===== src/rtl/typed_ndata_to_axi_pkg.sv =====
// Shared types for the typed-ndata to AXI-stream egress adapter.
//   data8_t     : one byte element of a typed ndata beat
//   type_t      : per-packet element type tag (mirrors the libstf type set)
//   pkt_state_e : packet framing state (type of current packet sent or not)
package typed_ndata_to_axi_pkg;

  typedef logic [7:0] data8_t;

  typedef enum logic [3:0] {
    TYPE_T0 = 4'd0,
    TYPE_T1 = 4'd1,
    TYPE_T2 = 4'd2,
    TYPE_T3 = 4'd3
  } type_t;

  typedef enum logic {
    FIRST = 1'b0,
    BODY  = 1'b1
  } pkt_state_e;

endpackage


===== src/rtl/axis_output_reg.sv =====
// Single-stage ready-chained AXI-stream output register.
// Loads a new beat whenever the slot is free (empty or being drained),
// clears tvalid when free and nothing is offered, otherwise holds all fields.
// Ports:
//   clk, rst_n            : clock, synchronous active-low reset
//   load_i                : a beat is offered and accepted this cycle
//   tdata_i/tkeep_i/tlast_i : beat contents to load
//   tready_i              : downstream ready
//   tdata_o/tkeep_o/tlast_o/tvalid_o : registered AXI-stream outputs
//   can_load_o            : slot is free this cycle
module axis_output_reg #(
  parameter int unsigned AXI_WIDTH = 512
) (
  input  logic                   clk,
  input  logic                   rst_n,
  input  logic                   load_i,
  input  logic [AXI_WIDTH-1:0]   tdata_i,
  input  logic [AXI_WIDTH/8-1:0] tkeep_i,
  input  logic                   tlast_i,
  input  logic                   tready_i,
  output logic [AXI_WIDTH-1:0]   tdata_o,
  output logic [AXI_WIDTH/8-1:0] tkeep_o,
  output logic                   tlast_o,
  output logic                   tvalid_o,
  output logic                   can_load_o
);

  logic [AXI_WIDTH-1:0]   tdata_q;
  logic [AXI_WIDTH/8-1:0] tkeep_q;
  logic                   tlast_q;
  logic                   tvalid_q;

  assign can_load_o = !tvalid_q || tready_i;

  always_ff @(posedge clk) begin
    if (!rst_n) begin
      tvalid_q <= 1'b0;
    end else if (can_load_o) begin
      tvalid_q <= load_i;
    end
  end

  // Payload needs no reset: it is only observed while tvalid is set.
  always_ff @(posedge clk) begin
    if (can_load_o && load_i) begin
      tdata_q <= tdata_i;
      tkeep_q <= tkeep_i;
      tlast_q <= tlast_i;
    end
  end

  assign tdata_o  = tdata_q;
  assign tkeep_o  = tkeep_q;
  assign tlast_o  = tlast_q;
  assign tvalid_o = tvalid_q;

endmodule


===== src/rtl/typed_ndata_to_axi.sv =====
// Typed ndata -> AXI-stream egress adapter.
// Forwards byte beats to an AXI stream through one output register and emits
// the packet type once per packet on a separate ready/valid stream, never
// letting the first beat of a packet pass ahead of its type handshake.
// Optional macro TYPED_NDATA_TO_AXI_TYPE_CHECK_EN adds a sticky type_err_o
// flag raised when a body beat's type differs from the packet's latched type.
// Ports:
//   clk, rst_n                 : clock, synchronous active-low reset
//   in_*                       : typed ndata input (data/keep/last/valid/typ, ready)
//   out_type_*                 : per-packet type descriptor (data/valid, ready)
//   out_t*                     : AXI-stream output (tdata/tkeep/tlast/tvalid, tready)
//   type_err_o                 : sticky type mismatch (only with the macro)
module typed_ndata_to_axi
  import typed_ndata_to_axi_pkg::*;
#(
  parameter int unsigned DATABEAT_SIZE = 64
) (
  input  logic                             clk,
  input  logic                             rst_n,
  input  data8_t [DATABEAT_SIZE-1:0]       in_data_i,
  input  logic   [DATABEAT_SIZE-1:0]       in_keep_i,
  input  logic                             in_last_i,
  input  logic                             in_valid_i,
  input  type_t                            in_typ_i,
  output logic                             in_ready_o,
  output type_t                            out_type_data_o,
  output logic                             out_type_valid_o,
  input  logic                             out_type_ready_i,
`ifdef TYPED_NDATA_TO_AXI_TYPE_CHECK_EN
  output logic                             type_err_o,
`endif
  output logic   [DATABEAT_SIZE*8-1:0]     out_tdata_o,
  output logic   [DATABEAT_SIZE-1:0]       out_tkeep_o,
  output logic                             out_tlast_o,
  output logic                             out_tvalid_o,
  input  logic                             out_tready_i
);

  localparam int unsigned AXI_WIDTH = DATABEAT_SIZE * 8;

  pkt_state_e state_q, state_d;
  logic       can_load;
  logic       accept;
  logic       type_hs;
  logic [AXI_WIDTH-1:0] beat_tdata;

  // Packed byte array already places data[I] at bits [8*I +: 8].
  assign beat_tdata = in_data_i;

  assign out_type_valid_o = in_valid_i && (state_q == FIRST);
  assign out_type_data_o  = in_typ_i;
  assign type_hs          = out_type_valid_o && out_type_ready_i;
  assign in_ready_o       = can_load && ((state_q == BODY) || out_type_ready_i);
  assign accept           = in_valid_i && in_ready_o;

  always_ff @(posedge clk) begin
    if (!rst_n) begin
      state_q <= FIRST;
    end else begin
      state_q <= state_d;
    end
  end

  // In FIRST, a type handshake without a beat accept (output stalled) still
  // moves to BODY so the type is not emitted twice for the held beat.
  always_comb begin
    state_d = state_q;
    unique case (state_q)
      FIRST: begin
        if (accept) begin
          state_d = in_last_i ? FIRST : BODY;
        end else if (type_hs) begin
          state_d = BODY;
        end
      end
      BODY: begin
        if (accept && in_last_i) begin
          state_d = FIRST;
        end
      end
      default: state_d = FIRST;
    endcase
  end

`ifdef TYPED_NDATA_TO_AXI_TYPE_CHECK_EN
  type_t typ_q;
  logic  type_err_q;

  always_ff @(posedge clk) begin
    if (type_hs) begin
      typ_q <= in_typ_i;
    end
  end

  always_ff @(posedge clk) begin
    if (!rst_n) begin
      type_err_q <= 1'b0;
    end else if (accept && (state_q == BODY) && (in_typ_i != typ_q)) begin
      type_err_q <= 1'b1;
    end
  end

  assign type_err_o = type_err_q;
`endif

  axis_output_reg #(
    .AXI_WIDTH(AXI_WIDTH)
  ) u_out_reg (
    .clk        (clk),
    .rst_n      (rst_n),
    .load_i     (accept),
    .tdata_i    (beat_tdata),
    .tkeep_i    (in_keep_i),
    .tlast_i    (in_last_i),
    .tready_i   (out_tready_i),
    .tdata_o    (out_tdata_o),
    .tkeep_o    (out_tkeep_o),
    .tlast_o    (out_tlast_o),
    .tvalid_o   (out_tvalid_o),
    .can_load_o (can_load)
  );

endmodule


===== config.mk =====
export PLATFORM = sky130hd
export DESIGN_NAME = typed_ndata_to_axi
export DESIGN_NICKNAME = d
export VERILOG_FILES = /design/src/rtl/typed_ndata_to_axi_pkg.sv /design/src/rtl/axis_output_reg.sv /design/src/rtl/typed_ndata_to_axi.sv
export SDC_FILE = /design/constraint.sdc
export NUM_CORES = 1
export LEC_CHECK = 0
export BUFFER_PORTS_ARGS = -buffer_cell sky130_fd_sc_hd__buf_2
export CAP_MARGIN = 20
export CORE_AREA = 2 2 454 456
export CTS_CLUSTER_SIZE = 14
export DETAILED_ROUTE_END_ITERATION = 6
export DIE_AREA = 0 0 456 458
export SYNTH_ARGS = -nofsm -noshare
export SYNTH_HDL_FRONTEND = slang
export SYNTH_SLANG_ARGS = --single-unit

===== constraint.sdc =====
create_clock -name clk -period 93 [get_ports clk]
set_input_delay 18.6 -clock clk [delete_from_list [all_inputs] [get_ports clk]]
set_output_delay 18.6 -clock clk [all_outputs]
set_load 0.005 [all_outputs]

Word level (Yosys, flattened, before mapping)
Index checks and enable logic that the tools add are counted.
{"block": "word_totals", "mem_count": 0, "mem_bits_ro": 0, "mem_bits_rw": 0, "word_cells": 20, "regBits": 579, "latchBits": 0}
{"block": "classes", "shifts": 0, "n_eq_ne": 0, "add_sub_neg": 0, "multipliers": 0, "order_cmp": 0, "n_div": 0, "muxes": 5, "reduce_logical": 9, "bitwise": 1}
{"cell": "logical AND 1 bit", "count": 6}
{"cell": "2-to-1 mux 1 bit", "count": 4}
{"cell": "logical OR 1 bit", "count": 2}
{"cell": "case mux 1 bit (2 select lines)", "count": 1}
{"cell": "zero test 1 bit", "count": 1}
{"cell": "NOT 1 bit", "count": 1}

Logic depth before layout (Yosys ltp)
Gate-level depths: netlist (run 1).
{"block": "depth", "ltp_word": 7, "depth_mapped": 2, "ltp_nobuf": 2}

Modules after synthesis
Synthesis (run 1) repeated with hierarchy kept, for this count alone.
{"block": "unflattened", "cells_unflattened": 593, "area_unflattened_um2": 17471.8}
{"module": "axis_output_reg", "area_per_inst_um2": 17384.2, "n_inst": 1, "cells_each": 582}
{"module": "typed_ndata_to_axi", "area_per_inst_um2": 87.6, "n_inst": 1, "cells_each": 11}

Worst setup path after synthesis (run 1)
Ideal clock, no wire load.
{"block": "synth_timing", "kind": "input-to-reg", "from": "in out_tready_i", "to": "reg u_out_reg.tdata_q[0], in the netlist u_out_reg.tdata_o[0] (enable)", "slack_ns": 51.033, "path_stages": 2, "path_buffers": 0, "setup_ns": 1.416, "arrival_time_ns": 40.551, "path_cell_list": "and2b_1 -> nor3b_2"}
{"block": "synth_between", "elab_chain_len": 4}
{"element": "start, declared", "line_no": "typed_ndata_to_axi.sv:36", "source": "input logic out_tready_i"}
{"element": "logical OR 1 bit (*)", "line_no": "axis_output_reg.sv:33", "source": "assign can_load_o = !tvalid_q || tready_i;"}
{"element": "logical AND 1 bit", "line_no": "typed_ndata_to_axi.sv:53", "source": "assign in_ready_o = can_load && ((state_q == BODY) || out_type_ready_i);"}
{"element": "logical AND 1 bit", "line_no": "typed_ndata_to_axi.sv:54", "source": "assign accept = in_valid_i && in_ready_o;"}
{"element": "logical AND 1 bit (*)", "line_no": "axis_output_reg.sv:45", "source": "if (can_load_o && load_i) begin"}
{"element": "end signal, assigned", "line_no": "axis_output_reg.sv:46", "source": "tdata_q <= tdata_i;"}
{"element": "end, declared", "line_no": "axis_output_reg.sv:28", "source": "logic [AXI_WIDTH-1:0] tdata_q;"}
Mark *: on every way between the ends. The rest lies on a longest branch, timed or not.
A chain may end at the register's enable or synchronous reset.

Worst setup path in the final report (run 1)
{"block": "layout_timing", "from": "in out_tready_i", "to": "out in_ready_o"}
{"block": "layout_between", "elab_chain_len": 2}
{"element": "logical OR 1 bit", "line_no": "axis_output_reg.sv:33"}
{"element": "logical AND 1 bit", "line_no": "typed_ndata_to_axi.sv:53"}
{"element": "end, declared", "line_no": "typed_ndata_to_axi.sv:25", "source": "output logic in_ready_o,"}
No other way between the ends.

==> impl_metrics.py, run 1 <==
metrics = {
    "die": {
        "coreArea_um2": 204000,
        "chipHeight_um": 458,
        "die_width_um": 456,
        "fp.dieArea_um2": 209000,
        "fp-row-count": 166,
        "io_pins": 1170,
        "starting_utilization_of_the_core_area_pct": 8.57,
    },
    "global_routing": {
        "globalRoute.totalOverflow": 0,
        "grt_antenna_before_repair": 180,
        "grt_usage_pct": 14.3,
        "largest_net_degree_at_the_start_of_global_routing": 162,
        "via_count_of_the_first_global_routing_pass": 12500,
        "grt_first_pass_wirelength_um": 180000,
    },
    "synth": {
        "largest_area_contributor_in_the_netlist": "edfxtp_1",
        "netlist_top_cells_area": "edfxtp_1 99%, dfxtp_1 0.23%, buf_4 0.17%",
        "syn-num-nets": 1180,
        "ys_ff_latch": 579,
        "postSynthAreaPerCell_um2": 29.4,
        "synth_top_flop_cell": "edfxtp_1",
        "yosys_warnings": 0,
        "netlist_instances": 594,
        "yosys.cell_count.top_type": "edfxtp_1",
        "synth.cell_area_um2": 17500,
        "number_of_enable_type_register_cells_in_the_synthesized_netlist": 577,
        "proportion_of_netlist_area_held_by_the_largest_area_contributor_pct": 99.2,
        "synth_sequential_area_ratio_pct": 99.4,
        "yosysUniqueCellTypes": 12,
        "synth_common_cells": "577 x edfxtp_1, 4 x buf_4, 2 x a21oi_1, 2 x dfxtp_1, 2 x nor2_1",
        "asyncSetResetFlopFracSynth_pct": 0,
    },
    "setup_path": {
        "crit_path_max_fanout": 2,
        "worst_ep_required_time_ns": 74.40,
        "arrival_ns": 19.51,
        "worstSetupStartpointType": "input port",
        "timing.critical_path.to_type": "output pin",
        "critical_path_class": "in2out",
    },
    "sta": {
        "fin_tns_setup_ns": 0,
        "finalWorstPathRequiredPeriod_ns": 38.11,
        "final_min_period_over_clock_period_pct": 41.0,
        "slew_viol_final": 0,
        "finalSetupViolCount": 0,
        "max_freq_mhz": 26.2,
        "setup_ws_ns": 54.89,
        "final_hold_viol_count": 0,
        "grt_setup_unrepaired": "no",
        "timing.hold.ws_ns": 0.507,
        "worst_pin_slew_ns": 1.20,
        "finalClockSkew_ns": 0.0366,
        "timing.max_slew.rel_slack_pct": 20.0,
    },
    "layout": {
        "filler_instances": 22700,
        "syn_to_final_growth_pct": 68.5,
        "design.final.nets": 2426,
        "multiInputGateArea_um2": 77.6,
        "seq_area_um2": 17400,
        "finish.instance_area_um2": 29400,
        "final_layout_size_suffix_gt1_share_pct": 68.3,
    },
    "cts": {
        "clock_tree.buffer_depth": 3,
        "cts_root_buf": "clkbuf_16",
        "cts.clk_slew.worst_paths_ns": 0.05,
        "cts-resized-gates": 0,
        "clock_tree_from_tritoncts": "built",
        "htree_num_levels": 3,
        "postCtsHoldBufs": 0,
        "cts_setup_buffers": 0,
        "clock_sink_count": 579,
        "cts_inserted_buffers": 80,
        "clock_latency_of_the_later_clocked_register_in_the_worst_skew_pair_ns": 0.71,
    },
    "place": {
        "number_of_buffers_inserted_by_port_buffering": 1161,
        "dpl_ws_ns": 54.65,
        "dp_hpwl_um": 135000,
        "finalWeightedCongestion": 1.06,
        "postPlaceCellArea_um2": 26700,
    },
    "power_and_ir_drop": {
        "pwr_density_cell_nw_per_um2": 23.3,
        "leak_nw": 11.4,
        "power.total_mw": 0.685,
        "ir_worst_vdd_mv": 0.0131,
    },
    "route": {
        "detailroute.via_count": 12800,
        "wire_length_per_cell_um": 33.5,
        "wirelength_um": 154000,
        "detail_route.drc_violations": 0,
        "first_pass_iters": 5,
        "viasPerCell": 2.79,
        "postRouteAntennaNets": 0,
        "initialDrtViolationCount": 1228,
    },
    "hold_path": {
        "hold_class": "reg2reg",
    },
    "flow_run": {
        "drv.max_cap_violation_count": 0,
    },
    "status": {
        "status": "finished clean",
    },
}
## cell type report
type / instances / share of cell area, %
clock inverters: 57 / 2.04
repair buffers: 1168 / 20.0
clock buffers: 91 / 7.15
inverters: 1 / 0.0128
multi-input cells: 10 / 0.264
diodes: 10 / 0.0850
flip-flops and latches: 579 / 59.0
well taps: 2688 / 11.4
## worst max-delay path: stages
cell	delay (ns)
buf_2	0.09
and2b_1	0.22
nor2_1	0.39
buf_2	0.22
## power breakdown
group	switching [mW]	internal [mW]
clock	0.139	0.185
combinational	0.0343	0.0172
sequential	0.00475	0.304
## registers in the layout, indices dropped and copies added, names as in the netlist
register and count:
state_q 1, u_out_reg.tdata_o 512, u_out_reg.tvalid_o 1, u_out_reg.tkeep_o 64, u_out_reg.tlast_o 1
## cells by family after synthesis
kind of cell	count (synthesis)	synth area share, %
AOI/OAI and AO/OA	4	0.136
buffers and inverters	5	0.193
DFF	579	99.4
and+or+nand+nor	6	0.272
## worst paths after layout
| check | from | end | slack, ns | cells past startpoint |
|---|---|---|---|---|
| hold / removal | u_out_reg.tvalid_o | u_out_reg.tvalid_o | 0.51 | 2 |
| setup reg to reg | u_out_reg.tvalid_o | u_out_reg.tdata_o[171] | 88.96 | 5 |
| setup / recovery | out_tready_i | in_ready_o | 54.89 | 4 |
| hold reg to reg | u_out_reg.tvalid_o | u_out_reg.tvalid_o | 0.51 | 2 |
## cells in the final DEF, fill, tap and decap left out, types with 8 or more instances in the layout
cell type   instances
clkbuf_16          82
edfxtp_1          577
diode_2            10
inv_6              10
clkinvlp_4          8
clkinv_2           10
clkinv_1            9
buf_2            1161
## layer usage
metal / GRT usage, % / routed length (um)
met5: 0 / 76
met4: 3.35 / 4600
met3: 10.1 / 23700
met2: 24.4 / 75400
met1: 13.9 / 50500
## through the flow
step	std cells	utilization, %
floorplan	594	-
global placement	4445	13.1
detailed placement	4446	13.1
CTS	4594	14.4
global route	4601	14.4
finish	4604	14.4
(Power assumes the default switching activity.)
==> inputs of run 2 (changes only) <==
--- a/config.mk
+++ b/config.mk
@@ -7,10 +7,10 @@
 export LEC_CHECK = 0
 export BUFFER_PORTS_ARGS = -buffer_cell sky130_fd_sc_hd__buf_2
 export CAP_MARGIN = 20
-export CORE_AREA = 2 2 454 456
+export CORE_AREA = 2 2 462 464
 export CTS_CLUSTER_SIZE = 14
 export DETAILED_ROUTE_END_ITERATION = 6
-export DIE_AREA = 0 0 456 458
+export DIE_AREA = 0 0 464 466
 export SYNTH_ARGS = -nofsm -noshare
 export SYNTH_HDL_FRONTEND = slang
 export SYNTH_SLANG_ARGS = --single-unit
==> constraint.sdc (replaced) <==
create_clock -name clk -period 35.2 [get_ports clk]
set_input_delay 7.04 -clock clk [delete_from_list [all_inputs] [get_ports clk]]
set_output_delay 7.04 -clock clk [all_outputs]
set_load 0.005 [all_outputs]
==> run 2 against run 1 <==
  * Sequential share of layout area fell by 0.16 points
  * Highest routed layer unchanged
  * Die area rose by 3.5%
  * Via count rose by 0.39%
  * First-iteration DRC count fell by 37%
  * Largest cell class unchanged
  * Cell area rose by 0.27%
  * Global-route usage rose by 0.81 points
==> impl_metrics.py, run 2 (same netlist as run 1, synthesis figures left out) <==
metrics = {
    "power_and_ir_drop": {
        "power.net_switching_mw": 0.448,
        "ir_worst_vdd_mv": 0.0391,
        "p_int_mw": 1.33,
        "leak_nw": 11.4,
        "power.sequential.fraction_pct": 45.7,
        "power.total_mw": 1.78,
        "pwr_density_cell_nw_per_um2": 60.3,
        "swShare_pct": 25.2,
        "power.combinational.fraction_pct": 7.9,
        "clock_power_share_pct": 46.3,
    },
    "global_routing": {
        "grt_antenna_before_repair": 252,
        "grt_usage_pct": 15.1,
        "met1_usage_pct": 12.6,
        "grt_first_pass_wirelength_um": 194000,
        "largest_net_degree_at_the_start_of_global_routing": 81,
        "grt.met2_usage_pct": 23.5,
        "top_usage_layer": "met2",
        "groute.layer.met3.usage_pct": 16.7,
        "globalRoute.totalOverflow": 0,
        "via_count_of_the_first_global_routing_pass": 12600,
    },
    "setup_path": {
        "slowest_stage": "buf_2",
        "timing.critical_path.to_type": "output pin",
        "critical_path.cell_chain": "buf_2 > and2b_1 > nor2_1 > buf_2",
        "worstSetupStartpointType": "input port",
        "arrival_ns": 7.90,
        "critPathMaxStageDelay_ns": 0.29,
        "critical-path-top-cell-by-count": "buf_2",
        "crit_path_max_fanout": 2,
        "critical_path_class": "in2out",
        "worst_ep_required_time_ns": 28.16,
    },
    "route": {
        "detail_route.drc_violations": 0,
        "first_pass_iters": 5,
        "postRouteAntennaNets": 0,
        "wire_length_per_cell_um": 35.5,
        "wirelength_um": 169000,
        "detailroute.via_count": 12900,
        "viasPerCell": 2.72,
        "initialDrtViolationCount": 769,
    },
    "sta": {
        "worst_pin_slew_ns": 1.07,
        "final_min_period_over_clock_period_pct": 42.4,
        "fin_tns_setup_ns": 0,
        "grt_setup_unrepaired": "no",
        "timing.max_slew.rel_slack_pct": 29.0,
        "final_hold_viol_count": 0,
        "finalWorstPathRequiredPeriod_ns": 14.94,
        "finalClockSkew_ns": 0.0366,
        "timing.hold.ws_ns": 0.520,
        "slew_viol_final": 0,
        "max_freq_mhz": 66.9,
        "finalSetupViolCount": 0,
    },
    "cts": {
        "cts_inserted_buffers": 76,
        "clock_latency_of_the_later_clocked_register_in_the_worst_skew_pair_ns": 0.70,
        "clock_tree_from_tritoncts": "built",
        "clock_tree.buffer_depth": 3,
        "cts_setup_buffers": 0,
        "cts_root_buf": "clkbuf_16",
        "htree_num_levels": 3,
        "clock_sink_count": 579,
        "cts-resized-gates": 0,
        "postCtsHoldBufs": 0,
        "cts.clk_slew.worst_paths_ns": 0.06,
    },
    "layout": {
        "final_common_cell": "buf_2",
        "largest_register_ffs": 512,
        "most-common-layout-cells": "1,161 x buf_2, 577 x edfxtp_1, 79 x clkbuf_16",
        "layout.cells.non_filler": 4744,
        "design.final.nets": 2425,
        "syn_to_final_growth_pct": 68.9,
        "final_layout_size_suffix_gt1_share_pct": 68.2,
        "filler_instances": 23500,
    },
    "die": {
        "die_width_um": 464,
        "fp.dieArea_um2": 216000,
        "starting_utilization_of_the_core_area_pct": 8.27,
        "fp-row-count": 169,
        "io_pins": 1170,
        "coreArea_um2": 211000,
        "chipHeight_um": 466,
    },
    "place": {
        "number_of_buffers_inserted_by_port_buffering": 1161,
        "dp_hpwl_um": 152000,
        "placed_cells": 4582,
        "finalWeightedCongestion": 0.906,
    },
    "hold_path": {
        "hold_class": "reg2reg",
    },
    "flow_run": {
        "drv.max_cap_violation_count": 0,
    },
    "status": {
        "status": "finished clean",
    },
}
[run 2: power by group through the flow]
stage	Sequential, mW	Combinational, mW	Clock [mW]
after floorplan	0.862	0.0135	0
after global placement	0.827	0.145	0
after detailed placement	0.828	0.146	0
after CTS	0.814	0.147	0.856
after global routing	0.817	0.157	0.875
final	0.814	0.141	0.824
[run 2: worst max-delay path: cells and delay by family]
| family | cells | cell delay, ns |
|---|---|---|
| buf+inv | 2 | 0.38 |
| simple gates | 2 | 0.47 |
[run 2: worst paths after layout]
check                          start                     end  slack, ns  cells past startpoint
setup / recovery        out_tready_i              in_ready_o      20.26                      4
hold / removal    u_out_reg.tvalid_o      u_out_reg.tvalid_o       0.52                      2
setup reg to reg  u_out_reg.tvalid_o  u_out_reg.tdata_o[416]      30.87                      6
hold reg to reg   u_out_reg.tvalid_o      u_out_reg.tvalid_o       0.52                      2
[run 2: stage by stage]
step	cell area [um2]	util, %	worst slack (ns)
floorplan	17500	-	4.79
global placement	26900	12.7	20.12
detailed placement	26900	12.7	20.12
CTS	29500	13.9	20.11
global route	29500	14.0	20.13
finish	29500	14.0	20.26
[run 2: routing by layer]
metal / vias to the layer above / part of all wire [%]
met2: 1397 / 43
li1: 4972 / -
met1: 5897 / 29
met4: 50 / 3.7
met5: - / 0.20
met3: 566 / 24
[run 2: layout make-up]
class | count | area [um2] | area share [%]
timing repair buffer | 1171 | 5890 | 19.9
inverter | 1 | 3.75 | 0.0127
tap | 2821 | 3530 | 12.0
multi-input combinational | 10 | 77.6 | 0.263
clock buffer | 86 | 2010 | 6.82
antenna | 23 | 57.6 | 0.195
clock inverter | 53 | 582 | 1.97
sequential | 579 | 17400 | 58.8
